[src/rtl/priority_event_queue.sv]
`default_nettype none
// ============================================================================
//  Module      : priority_event_queue
//  Description : Turns the output of an upstream 4-to-2 priority encoder into
//                a stream of events. A new event is captured when the valid
//                flag rises or when the code changes while valid. Captured
//                events go into a small FIFO that keeps arrival order.
//                The FIFO sets a sticky overflow flag when it drops an event.
//                Optional macro PRIORITY_EVENT_DEDUP_EN: a capture whose
//                code equals the last pushed code is discarded.
//  Revision    : 1.0 - initial release
// ============================================================================
module priority_event_queue #(
  parameter int DEPTH = 4
) (
  input  logic                     clock,
  input  logic                     reset,
  input  logic [1:0]               encoded_code,
  input  logic                     encoded_valid,
  output logic [1:0]               event_code,
  output logic                     event_valid,
  input  logic                     event_ready,
  output logic [$clog2(DEPTH):0]   fifo_count,
  output logic                     overflow_flag,
  input  logic                     overflow_clear
);

  localparam int PTR_W = $clog2(DEPTH);
  localparam int CNT_W = PTR_W + 1;
  localparam logic [CNT_W-1:0] FULL_COUNT = CNT_W'(DEPTH);

  // Registered state
  logic             prev_valid_q, prev_valid_d;
  logic [1:0]       prev_code_q,  prev_code_d;
  logic [PTR_W-1:0] wr_ptr_q,     wr_ptr_d;
  logic [PTR_W-1:0] rd_ptr_q,     rd_ptr_d;
  logic [CNT_W-1:0] count_q,      count_d;
  logic             overflow_q,   overflow_d;
  logic [1:0]       mem_q [DEPTH];
  logic [1:0]       mem_d [DEPTH];

  // Internal decode
  logic capture;
  logic accept;
  logic pop;
  logic push;
  logic drop;
  logic full;

`ifdef PRIORITY_EVENT_DEDUP_EN
  // Remembers the code of the most recent pushed entry; "none" after reset
  logic       last_valid_q, last_valid_d;
  logic [1:0] last_code_q,  last_code_d;
`endif

  // Edge-style capture on the upstream valid/code pair
  always_comb begin
    capture = encoded_valid && (!prev_valid_q || (encoded_code != prev_code_q));
`ifdef PRIORITY_EVENT_DEDUP_EN
    accept  = capture && !(last_valid_q && (last_code_q == encoded_code));
`else
    accept  = capture;
`endif
    full    = (count_q == FULL_COUNT);
    pop     = (count_q != '0) && event_ready;
    push    = accept && (!full || pop);
    drop    = accept && full && !pop;
  end

  // Next-state for pointers, occupancy, storage and overflow flag
  always_comb begin
    prev_valid_d = encoded_valid;
    prev_code_d  = encoded_code;
    wr_ptr_d     = wr_ptr_q;
    rd_ptr_d     = rd_ptr_q;
    count_d      = count_q;
    overflow_d   = overflow_q;
    mem_d        = mem_q;

    if (push) begin
      mem_d[wr_ptr_q] = encoded_code;
      wr_ptr_d        = wr_ptr_q + 1'b1;
    end
    if (pop) begin
      rd_ptr_d = rd_ptr_q + 1'b1;
    end
    // A simultaneous push and pop leaves the occupancy unchanged
    if (push && !pop) begin
      count_d = count_q + 1'b1;
    end else if (pop && !push) begin
      count_d = count_q - 1'b1;
    end

    // A drop in the same cycle as a clear keeps the flag set
    if (drop) begin
      overflow_d = 1'b1;
    end else if (overflow_clear) begin
      overflow_d = 1'b0;
    end
  end

`ifdef PRIORITY_EVENT_DEDUP_EN
  // Track the last pushed code for duplicate suppression
  always_comb begin
    last_valid_d = last_valid_q;
    last_code_d  = last_code_q;
    if (push) begin
      last_valid_d = 1'b1;
      last_code_d  = encoded_code;
    end
  end

  // Last-pushed register; reset means "nothing pushed yet"
  always_ff @(posedge clock) begin
    if (reset) begin
      last_valid_q <= 1'b0;
      last_code_q  <= 2'b00;
    end else begin
      last_valid_q <= last_valid_d;
      last_code_q  <= last_code_d;
    end
  end
`endif

  // State register; reset discards everything including this cycle's traffic
  always_ff @(posedge clock) begin
    if (reset) begin
      prev_valid_q <= 1'b0;
      prev_code_q  <= 2'b00;
      wr_ptr_q     <= '0;
      rd_ptr_q     <= '0;
      count_q      <= '0;
      overflow_q   <= 1'b0;
      for (int i = 0; i < DEPTH; i++) begin
        mem_q[i] <= 2'b00;
      end
    end else begin
      prev_valid_q <= prev_valid_d;
      prev_code_q  <= prev_code_d;
      wr_ptr_q     <= wr_ptr_d;
      rd_ptr_q     <= rd_ptr_d;
      count_q      <= count_d;
      overflow_q   <= overflow_d;
      mem_q        <= mem_d;
    end
  end

  // Outputs come straight from registers; the storage is cleared on reset so
  // the head reads 2'b00 afterwards
  assign event_code    = mem_q[rd_ptr_q];
  assign event_valid   = (count_q != '0);
  assign fifo_count    = count_q;
  assign overflow_flag = overflow_q;

endmodule
`default_nettype wire

[config.mk]
export PLATFORM = sky130hd
export DESIGN_NAME = priority_event_queue
export DESIGN_NICKNAME = d
export VERILOG_FILES = /design/src/rtl/priority_event_queue.sv
export SDC_FILE = /design/constraint.sdc
export NUM_CORES = 1
export LEC_CHECK = 0
export ABC_AREA = 1
export CORE_MARGIN = 2
export CORE_UTILIZATION = 45
export CTS_CLUSTER_SIZE = 28
export DETAILED_ROUTE_END_ITERATION = 8
export PLACE_DENSITY_LB_ADDON = 0.2
export REMOVE_ABC_BUFFERS = 1
export SKIP_LAST_GASP = 1
export SLEW_MARGIN = 20
export SYNTH_ARGS = -nofsm -noshare
export SYNTH_HDL_FRONTEND = slang
export SYNTH_SLANG_ARGS = --single-unit
[constraint.sdc]
create_clock -name clock -period 2.03 [get_ports clock]
set_input_delay 0.203 -clock clock [delete_from_list [all_inputs] [get_ports clock]]
set_output_delay 0.203 -clock clock [all_outputs]
set_load 0.01 [all_outputs]
# Yosys cells after proc, flatten, opt, wreduce, memory -nomap -nowiden
# Cells that the tools add are included.
# totals
inputBits,7
out_inout_bits,7
word_cells,48
reg_bits,19
# op_classes
eq_ne,2
magnitude_cmp,3
n_addsub,4
reduce_logical,17
mux,10
bitwise_logic,2
# op_table
operator,n
$bwmux 8,1
$logic_and 1x1->1,8
$ge 3x3->1 const B,2
$mux 2,3
$mux 3,2
$not 2->3,2
$add 2x1->2 const B,2
$bmux 2 s2,1
$demux 2 s2,1
$logic_not 1->1,4
$reduce_bool 2->1,2
$add 3x1->3 const B,1
$eq 3x3->1 const B,1
$lt 3x1->1 const B,1
$reduce_bool 3->1,1
$sub 3x1->3 const B,1
$logic_or 1x1->1,2
$mux 1,2
$ne 2x2->1,1

# Logic depth before layout (Yosys ltp)
# Gate-level depths: netlist of run 1.
# depth
word_depth,8
depth_mapped,12
depth_no_buf,12

# Worst setup path before layout of run 1
# Ideal clock, no wire load.
# synth_path
kind,register -> register
from,"register count_q[0], in the netlist fifo_count[0]"
to,"register count_q[2], in the netlist fifo_count[2]"
path_buffers,0
setup_ns,0.122
arrival_time_ns,1.839
required_ns,1.908
setup_slack_ns,0.069
path_stages_with_launch,12
period_less_slack_ns,1.961
path_cell_list,dfxtp_1 nor2_1 nand3_1 nand3_2 inv_2 ha_1 inv_1 fa_1 a21oi_1 o21ai_0 o21ai_0 a21oi_1
# synth_via
elab_chain_cells,7
word_cells_on_any_way,15
classes_between,add/sub (2); eq/ne (1); mux (2); reduce/logical (10)
# synth_rtl
item,line_no,rtl
"start, declared",37,"logic [CNT_W-1:0] count_q, count_d;"
"start signal, assigned",142,count_q <= count_d;
$eq 3x3->1 or $reduce_bool 3->1 (tied branches),"64, 65",
$logic_not 1->1 or $logic_and 1x1->1 (tied branches),"66, 65",
$logic_or 1x1->1 (*),66,push = accept && (!full || pop);
$logic_and 1x1->1 (*),66,
via push,46,logic push;
$logic_not 1->1,90,end else if (pop && !push) begin
$logic_and 1x1->1,90,
$reduce_bool 2->1 (no line),-,
# The timed path passes the listed nets; every way through them passes the cells marked *. The select of a mux whose other input is x is not followed.
# A chain may end at the register's enable or synchronous reset.

# Worst setup path in the final report of run 1
# layout_path
from,register rd_ptr_q[0]
to,output event_code[1]
# layout_via
elab_chain_cells,4
# layout_rtl
item,line_no,rtl
"start, declared",36,"logic [PTR_W-1:0] rd_ptr_q, rd_ptr_d;"
"start signal, assigned",141,rd_ptr_q <= rd_ptr_d;
$not 2->3 (not written as such),150,assign event_code = mem_q[rd_ptr_q];
$bmux 2 s2,150,
$mux 2 (not written as such) (2 in series),150,
"end, declared",20,"output logic [1:0] event_code,"
# No other way between the ends. The select of a mux whose other input is x is not followed.

==> results of run 1 <==
layer usage:
metal / share of wire [%] / global-route usage [%] / vias to the layer above
met5: 0 / 0 / -
met4: 2.2 / 8.333 / 0
met3: 3.1 / 3.030 / 4
met2: 48 / 29.56 / 11
met1: 47 / 20.64 / 393
li1: - / - / 457
area by class of cell:
| cell class | count | area [sq um] |
|---|---|---|
| Clock buffer | 4 | 26.28 |
| Fill cell | 200 | 758.2 |
| Inverter | 25 | 93.84 |
| Multi-Input combinational cell | 86 | 455.4 |
| Sequential cell | 19 | 381.6 |
| Tap cell | 27 | 33.78 |
| Timing Repair Buffer | 24 | 212.7 |
registers in the layout (all words and copies together), names as in the netlist:
signal         flops
wr_ptr_q           2
fifo_count         3
prev_code_q        2
overflow_flag      1
prev_valid_q       1
rd_ptr_q           2
mem_q              8
metrics by stage:
stage               std cells  setup TNS (ps)  worst slack, ps  total power (uW)
floorplan                 130               0            69.25             751.0
global route              185               0            4.437              1312
global placement          181          -190.3           -122.5             994.9
finish                    185               0            138.4              1218
detailed placement        181          -268.8           -177.2              1012
CTS                       185               0            88.24              1205
kinds of logic after synthesis:
logic type	share of synthesized area (%)
fa+ha+maj	8.812
simple gates	25.37
flops	40.59
xor+xnor	1.870
buf+inv	11.62
compound gates	11.75
how the worst max path moves through the flow:
stage                     to  slack, ps
2_1_floorplan  fifo_count[2]         70
6_report       event_code[1]        140
4_1_cts        fifo_count[1]         90
3_3_place_gp   fifo_count[2]       -120
5_1_grt        fifo_count[2]          4
3_5_place_dp   fifo_count[2]       -180
power groups by stage:
stage	clock network (uW)	logic, uW	registers, uW
CTS	196	541	467
global placement	0	521	474
finish	194	550	474
global route	210	621	481
floorplan	0	251	500
detailed placement	0	536	476
worst max-delay path, stage by stage (launching register included):
cell             delay, ps
dfxtp_2                370
inv_1                  110
o21ai_0                170
a21oi_1                 60
a21oi_1                140
clkdlybuf4s50_1        550
cells in the final DEF, fill, tap and decap left out:
| cell type | Yosys | layout |
|---|---|---|
| ha_1 | 5 | 5 |
| dfxtp_2 | 0 | 1 |
| nor2_2 | 0 | 1 |
| a21oi_1 | 16 | 16 |
| xnor2_1 | 1 | 1 |
| clkdlybuf4s50_1 | 0 | 13 |
| nand3b_1 | 1 | 1 |
| fa_1 | 1 | 1 |
| inv_2 | 1 | 1 |
| buf_4 | 0 | 11 |
| o21ai_0 | 6 | 4 |
| inv_1 | 24 | 24 |
| clkbuf_1 | 1 | 1 |
| dfxtp_1 | 19 | 18 |
| xor2_1 | 1 | 1 |
| nand4_1 | 4 | 4 |
| o21ai_1 | 0 | 2 |
| nor2_1 | 21 | 20 |
| nand3_2 | 2 | 3 |
| clkbuf_4 | 0 | 3 |
| nand2_1 | 27 | 27 |
what timing repair did:
action,CTS,global route
resized for setup,0,5
endpoints found under the setup margin,0,4
hold endpoints to repair,0,0
==> results.json, run 1 <==
{
  "outcome": "complete, no violations",
  "critical_path_class": "flip-flop to primary output",
  "fp.dieH_microns": 49.64,
  "synth_ff_type": "dfxtp_1",
  "whs_path_depth": 2,
  "grt-ovfl-total": 0,
  "timing.rr.end": "fifo_count[1]",
  "final_area_sq_um": 1204,
  "post-route-min-period_ps": 1892,
  "antenna_left": 0,
  "path_max_fanout": 7,
  "min_period_over_period_pct": 93.18,
  "cp-end-kind": "primary output",
  "die_area_sq_um": 2464,
  "cellLeakagePower_uw": 0.0005761,
  "hpwl_microns": 1421,
  "core_sq_um": 1962,
  "grt_pass1_vias": 827,
  "clock_latency_ps": 300,
  "vias": 865,
  "r2r_slack_ps": 180,
  "start_util_pct": 47.77,
  "clk_path_buf_depth": 2,
  "tightestPinTransition_ps": 343.5,
  "rows": 16,
  "cp-start-kind": "flip-flop",
  "die_w_microns": 49.64,
  "yosys-top-cells-count": "nand2_1, inv_1, nor2_1",
  "cts_tree": "built",
  "min_from": "overflow_flag",
  "postCtsHoldBufs": 0,
  "synth_area_leaders": "dfxtp_1, nand2_1, inv_1",
  "grt_pass1_wl_microns": 3298,
  "power.share.sequential_pct": 38.9,
  "cts.clk_slew.worst_paths_ps": 110,
  "yosysTopAreaCellShare_pct": 40.59,
  "clock-sinks": 19,
  "swShare_pct": 35.56,
  "finClkSkew_ps": 1.221,
  "hold_end": "overflow_flag",
  "ir_drop_v": 0.0008176,
  "finalSetupViolCount": 0,
  "ys_types": 17,
  "worstRegToRegCells": 8,
  "worstPathArrival_ps": 1690,
  "antenna_cells": 0,
  "clkPwrFrac_pct": 15.9,
  "yosys_register_bits": 19,
  "postLayoutCoreUtil_pct": 61.35,
  "max_slew_margin_pct": 77.07,
  "drc": 0,
  "clock-root-buffer": "clkbuf_4",
  "wl_microns": 1849,
  "final_max_slew_viol_count": 0,
  "power_switching_uw": 433.1,
  "grt_max_degree": 13,
  "postCtsSetupBuffers": 0,
  "pwr-share-comb_pct": 45.2,
  "max_freq_mhz": 528.7,
  "io_pins": 14,
  "viasPerCell": 4.676,
  "ys.warnings.count": 0,
  "p_int_uw": 784.9,
  "synth.avg_cell_area_sq_um": 7.100,
  "h-tree-depth": 1,
  "grt_usage_pct": 17.24,
  "rsz0062_at_grt": "no",
  "yosysSeqAreaShare_pct": 40.59,
  "cp-startpoint": "rd_ptr_q[0]",
  "synth_edf_count": 0,
  "antenna_found_initial": 0,
  "r2r_start": "fifo_count[2]",
  "required_ps": 1830,
  "hold_path.class": "flip-flop to flip-flop",
  "numCtsBuffers": 3,
  "nets": 172,
  "cellPowerDensity_nw_per_um2": 1012,
  "synth.most_common_cell": "nand2_1",
  "synth.largest_area_cell": "dfxtp_1",
  "drt-wirelength-per-cell_microns": 9.995,
  "first_pass_iters": 4,
  "place_area_sq_um": 1169,
  "port_buffers": 13,
  "cap_viol_max_count": 0,
  "async_flop_share_pct": 0,
  "holdWs_ps": 477.1,
  "gp_congestion": 0.7482,
  "synth_area_sq_um": 937.1,
  "dr.first_iter.drc_count": 13,
  "drive_above_1_share_pct": 12.66,
  "syn_to_final_growth_pct": 28.44,
  "hold_violations": 0,
  "netlist_instances": 132
}
(Power assumes the default switching activity.)
==> run 2: changes to the inputs <==
CTS_BUF_LIST = sky130_fd_sc_hd__clkbuf_4   (was not set)
==> results.json, run 2 (synthesis results as in run 1) <==
{
  "clock-root-buffer": "clkbuf_4",
  "cap_viol_max_count": 0,
  "rsz0062_at_grt": "no",
  "critical_path_class": "flip-flop to primary output",
  "postLayoutCoreUtil_pct": 61.54,
  "cellLeakagePower_uw": 0.0005796,
  "cts.clk_slew.worst_paths_ps": 110,
  "antenna_cells": 0,
  "vias": 865,
  "hold_path.class": "flip-flop to flip-flop",
  "hpwl_microns": 1421,
  "finalSetupViolCount": 0,
  "grt_pass1_vias": 833,
  "h-tree-depth": 1,
  "rows": 16,
  "grt_pass1_wl_microns": 3277,
  "cp-end-kind": "primary output",
  "die_area_sq_um": 2464,
  "antenna_found_initial": 0,
  "syn_to_final_growth_pct": 28.84,
  "finClkSkew_ps": 2.102,
  "tightestPinTransition_ps": 351.5,
  "grt_max_degree": 13,
  "viasPerCell": 4.676,
  "outcome": "complete, no violations",
  "cp-start-kind": "flip-flop",
  "core_sq_um": 1962,
  "gp_congestion": 0.7482,
  "first_pass_iters": 4,
  "largest_reg_flops": 8,
  "grt_usage_pct": 16.79,
  "postCtsSetupBuffers": 0,
  "totalPowerFinal_uw": 1230,
  "path_max_fanout": 7,
  "dr.first_iter.drc_count": 14,
  "place_area_sq_um": 1169,
  "regMostFlops": "mem_q",
  "final_cell_mix": "nand2_1, inv_1, nor2_1",
  "ir_drop_v": 0.0007981,
  "start_util_pct": 47.77,
  "max_slew_margin_pct": 76.54,
  "cts_tree": "built",
  "drc": 0,
  "die_w_microns": 49.64,
  "layout_commonest_cell": "nand2_1",
  "required_ps": 1830,
  "min_period_over_period_pct": 93.06,
  "port_buffers": 13,
  "final_area_sq_um": 1207,
  "post-route-min-period_ps": 1889,
  "fp.dieH_microns": 49.64,
  "worstPathArrival_ps": 1690,
  "drive_above_1_share_pct": 13.29,
  "clock-sinks": 19,
  "wl_microns": 1858,
  "antenna_left": 0,
  "hold_violations": 0,
  "drt-wirelength-per-cell_microns": 10.04,
  "io_pins": 14,
  "max_freq_mhz": 529.4,
  "final_max_slew_viol_count": 0,
  "nets": 172,
  "clk_path_buf_depth": 2,
  "numCtsBuffers": 3,
  "cellPowerDensity_nw_per_um2": 1019,
  "grt-ovfl-total": 0,
  "setup_tns_ps": 0,
  "clock_latency_ps": 290
}
## run 2: worst max-delay path, stage by stage (launching register included)
cell and delay [ps]:
dfxtp_2 370, inv_1 110, o21ai_0 170, a21oi_1 60, a21oi_1 140, clkdlybuf4s50_1 550
## run 2: metrics by stage
step / hold WS [ps] / std cells / worst slack, ps
after detailed placement: 464.5 / 181 / -177.2
after CTS: 479.8 / 185 / 88.24
after global routing: 499.2 / 185 / 2.494
final: 476.6 / 185 / 141.0
after floorplan: 272.1 / 130 / 69.25
after global placement: 455.2 / 181 / -122.5
## run 2: timing repair
| action | 4_1_cts | 5_1_grt |
|---|---|---|
| endpoints found under the hold margin | 0 | 0 |
| hold buffers | 0 | 0 |
| resized for setup | 0 | 5 |
| endpoints found under the setup margin | 0 | 4 |
## run 2: path summary, 6_finish.rpt
path | from | endpoint | slack, ps | cells past startpoint
worst max-delay path | rd_ptr_q[0] | event_code[1] | 140 | 5
worst min-delay path | overflow_flag | overflow_flag | 480 | 2
worst max register to register | fifo_count[0] | fifo_count[1] | 170 | 9
worst min register to register | overflow_flag | overflow_flag | 480 | 2
## run 2: power breakdown
| part | internal, uW | switching, uW | total [uW] |
|---|---|---|---|
| combinational | 273 | 278 | 551 |
| sequential | 435 | 39.8 | 475 |
| clock | 89.8 | 114 | 204 |
| total | 798 | 432 | 1230 |
## run 2: metal layers
| metal | global-route usage [%] | vias up | part of all wire [%] |
|---|---|---|---|
| met4 | 5.556 | 0 | 0.65 |
| met1 | 20.64 | 386 | 45 |
| li1 | - | 457 | - |
| met2 | 29.33 | 19 | 50 |
| met5 | 0 | - | 0 |
| met3 | 3.030 | 3 | 3.7 |
## run 2: cell type report
| cell class | count | area [sq um] |
|---|---|---|
| inverters | 25 | 93.84 |
| well taps | 27 | 33.78 |
| multi-input cells | 86 | 455.4 |
| flip-flops and latches | 19 | 381.6 |
| repair buffers | 24 | 212.7 |
| clock buffers | 4 | 30.03 |
| fillers | 198 | 754.5 |
==> run 3: changes to the inputs <==
ABC_AREA = not set   (was 1)
PLACE_DENSITY = 0.72   (was not set)
PLACE_DENSITY_LB_ADDON = not set   (was 0.2)
==> results.json, run 3 <==
{
  "outcome": "finished with violations",
  "violations": "setup timing",
  "cellPowerDensity_nw_per_um2": 1100,
  "syn_to_final_growth_pct": 34.45,
  "synth.most_common_cell": "dfxtp_1",
  "first_pass_iters": 3,
  "final_max_slew_viol_count": 0,
  "synth.largest_area_cell": "dfxtp_1",
  "clock-root-buffer": "clkbuf_4",
  "min_period_over_period_pct": 102.8,
  "critical-path-max-stage-delay_ps": 340,
  "final_cell_mix": "dfxtp_1, clkdlybuf4s50_1, buf_4",
  "max_slew_margin_pct": 68.50,
  "path_max_fanout": 2,
  "vias": 657,
  "clock-sinks": 19,
  "totalPowerFinal_uw": 1326,
  "hold_violations": 0,
  "worstPathArrival_ps": 2310,
  "clk_path_buf_depth": 2,
  "die_area_sq_um": 2367,
  "hpwl_microns": 1350,
  "grt_pass1_wl_microns": 2898,
  "yosys-top-cells-count": "dfxtp_1, mux2i_1, nand2b_1",
  "max_freq_mhz": 479.1,
  "core_sq_um": 1922,
  "ys_types": 21,
  "finClkSkew_ps": 2.046,
  "post-route-min-period_ps": 2087,
  "yosysSeqAreaShare_pct": 42.40,
  "io_pins": 14,
  "drc": 0,
  "viasPerCell": 4.761,
  "start_util_pct": 46.68,
  "die_w_microns": 48.65,
  "placed_cells": 135,
  "tightestPinTransition_ps": 471.0,
  "wl_microns": 1653,
  "layout_commonest_cell": "dfxtp_1",
  "yosys_register_bits": 19,
  "postCtsSetupBuffers": 0,
  "holdWs_ps": 408.5,
  "synth_ff_type": "dfxtp_1",
  "cts_tree": "built",
  "clock_latency_ps": 300,
  "cap_viol_max_count": 0,
  "nets": 125,
  "place_area_sq_um": 1144,
  "async_flop_share_pct": 0,
  "crit_chain": "xnor2_2, a311oi_4, ha_2, inv_1, fa_2, xor2_1, or3_1, a21oi_2",
  "hold_path.class": "primary input to flip-flop",
  "fp.dieH_microns": 48.65,
  "cellLeakagePower_uw": 0.0005435,
  "rows": 16,
  "final_area_sq_um": 1206,
  "regMostFlops": "mem_q",
  "fin_cells": 138,
  "dr.first_iter.drc_count": 3,
  "finalSetupViolCount": 1,
  "synth_edf_count": 0,
  "synth_area_sq_um": 897.1,
  "netlist_instances": 85,
  "postCtsHoldBufs": 0,
  "grt-ovfl-total": 0,
  "synth_area_leaders": "dfxtp_1, mux2i_1, ha_1",
  "ys.warnings.count": 0,
  "antenna_found_initial": 0,
  "h-tree-depth": 1,
  "cp-start-kind": "flip-flop",
  "grt_max_degree": 15,
  "critical_path_class": "flip-flop to flip-flop",
  "cp-end-kind": "flip-flop",
  "drt-wirelength-per-cell_microns": 11.98,
  "numCtsBuffers": 3,
  "rsz0062_at_grt": "yes",
  "yosysTopAreaCellShare_pct": 42.40,
  "synth.avg_cell_area_sq_um": 10.55,
  "drive_above_1_share_pct": 30.63,
  "gp_congestion": 0.7772,
  "cts.clk_slew.worst_paths_ps": 110,
  "grt_pass1_vias": 680,
  "crit_path_top_delay_cell": "dfxtp_2",
  "antenna_cells": 0,
  "port_buffers": 13,
  "antenna_left": 0,
  "worst_slack_ps": -57.06,
  "grt_usage_pct": 15.91,
  "required_ps": 2260,
  "largest_reg_flops": 8,
  "ir_drop_v": 0.0007531
}
run 3: cell count changes in the layout (fill, tap and decap cells not counted), moves of 3 or more:
| cell | change |
|---|---|
| inv_1 | -17 |
| mux2i_1 | +10 |
| nand4_1 | -4 |
| nand3_2 | -3 |
| xor2_1 | +3 |
| nand2_2 | +3 |
| o21ai_0 | -3 |
| dfxtp_2 | +5 |
| dfxtp_1 | -5 |
| a21oi_1 | -16 |
| nor2_1 | -12 |
| nand2_1 | -25 |
| nand2b_1 | +9 |
run 3: power breakdown:
group          switching [uW]  leakage (uW)  internal, uW  total, uW
combinational             254      0.000368           374        628
sequential               65.0      0.000158           444        509
clock                     116     0.0000177          73.5        190
run 3: final cells by class:
| type | count | area [sq um] |
|---|---|---|
| Fill cell | 170 | 715.7 |
| Clock inverter | 1 | 5.005 |
| Tap cell | 27 | 33.78 |
| Inverter | 7 | 26.28 |
| Timing Repair Buffer | 24 | 210.2 |
| Clock buffer | 3 | 22.52 |
| Multi-Input combinational cell | 57 | 520.5 |
| Sequential cell | 19 | 387.9 |
run 3: through the flow:
| step | utilization, % | setup WS [ps] | setup TNS [ps] |
|---|---|---|---|
| 2_1_floorplan | - | -278.0 | -307.9 |
| 3_3_place_gp | 59.51 | -387.9 | -526.3 |
| 3_5_place_dp | 59.51 | -507.8 | -740.1 |
| 4_1_cts | 61.91 | -100.5 | -100.5 |
| 5_1_grt | 62.76 | -116.1 | -117.5 |
| 6_report | 62.76 | -57.06 | -57.06 |
run 3: worst paths after layout:
check             slack [ps]             from        endpoint  depth (start not counted)
setup / recovery         -60   prev_code_q[1]   fifo_count[2]                          8
hold / removal           410  encoded_code[1]  prev_code_q[1]                          3
setup reg to reg         -60   prev_code_q[1]   fifo_count[2]                          8
hold reg to reg          480         mem_q[4]        mem_q[4]                          2
run 3: logic make-up after synthesis:
kind of cell    share of synthesized area, %
simple gates                           16.60
flops                                  42.40
mux                                    16.18
buf+inv                                3.767
xor+xnor                               6.834
fa+ha+maj                              9.205
compound gates                         5.021
run 3: critical path: cells and delay by family (launching register included):
family	cells	cell delay [ps]
AO/OA/AOI/OAI	2	420
XOR/XNOR	2	320
buffers and inverters	1	50
AND/OR/NAND/NOR	1	330
flip-flops	1	340
adder cells (fa/ha/maj)	2	560
run 3: timing repair:
action	4_1_cts	5_1_grt
endpoints found under the setup margin	1	2
pin swaps	5	2
cloned	0	0
resized for setup	9	7
run 3: metal layers:
metal | global-route usage (%) | vias to the layer above | part of all wire, %
li1 | - | 332 | -
met1 | 18.93 | 310 | 44
met2 | 27.63 | 13 | 50
met3 | 5.864 | 2 | 4.9
met4 | 2.857 | 0 | 0.24
met5 | 0 | - | 0
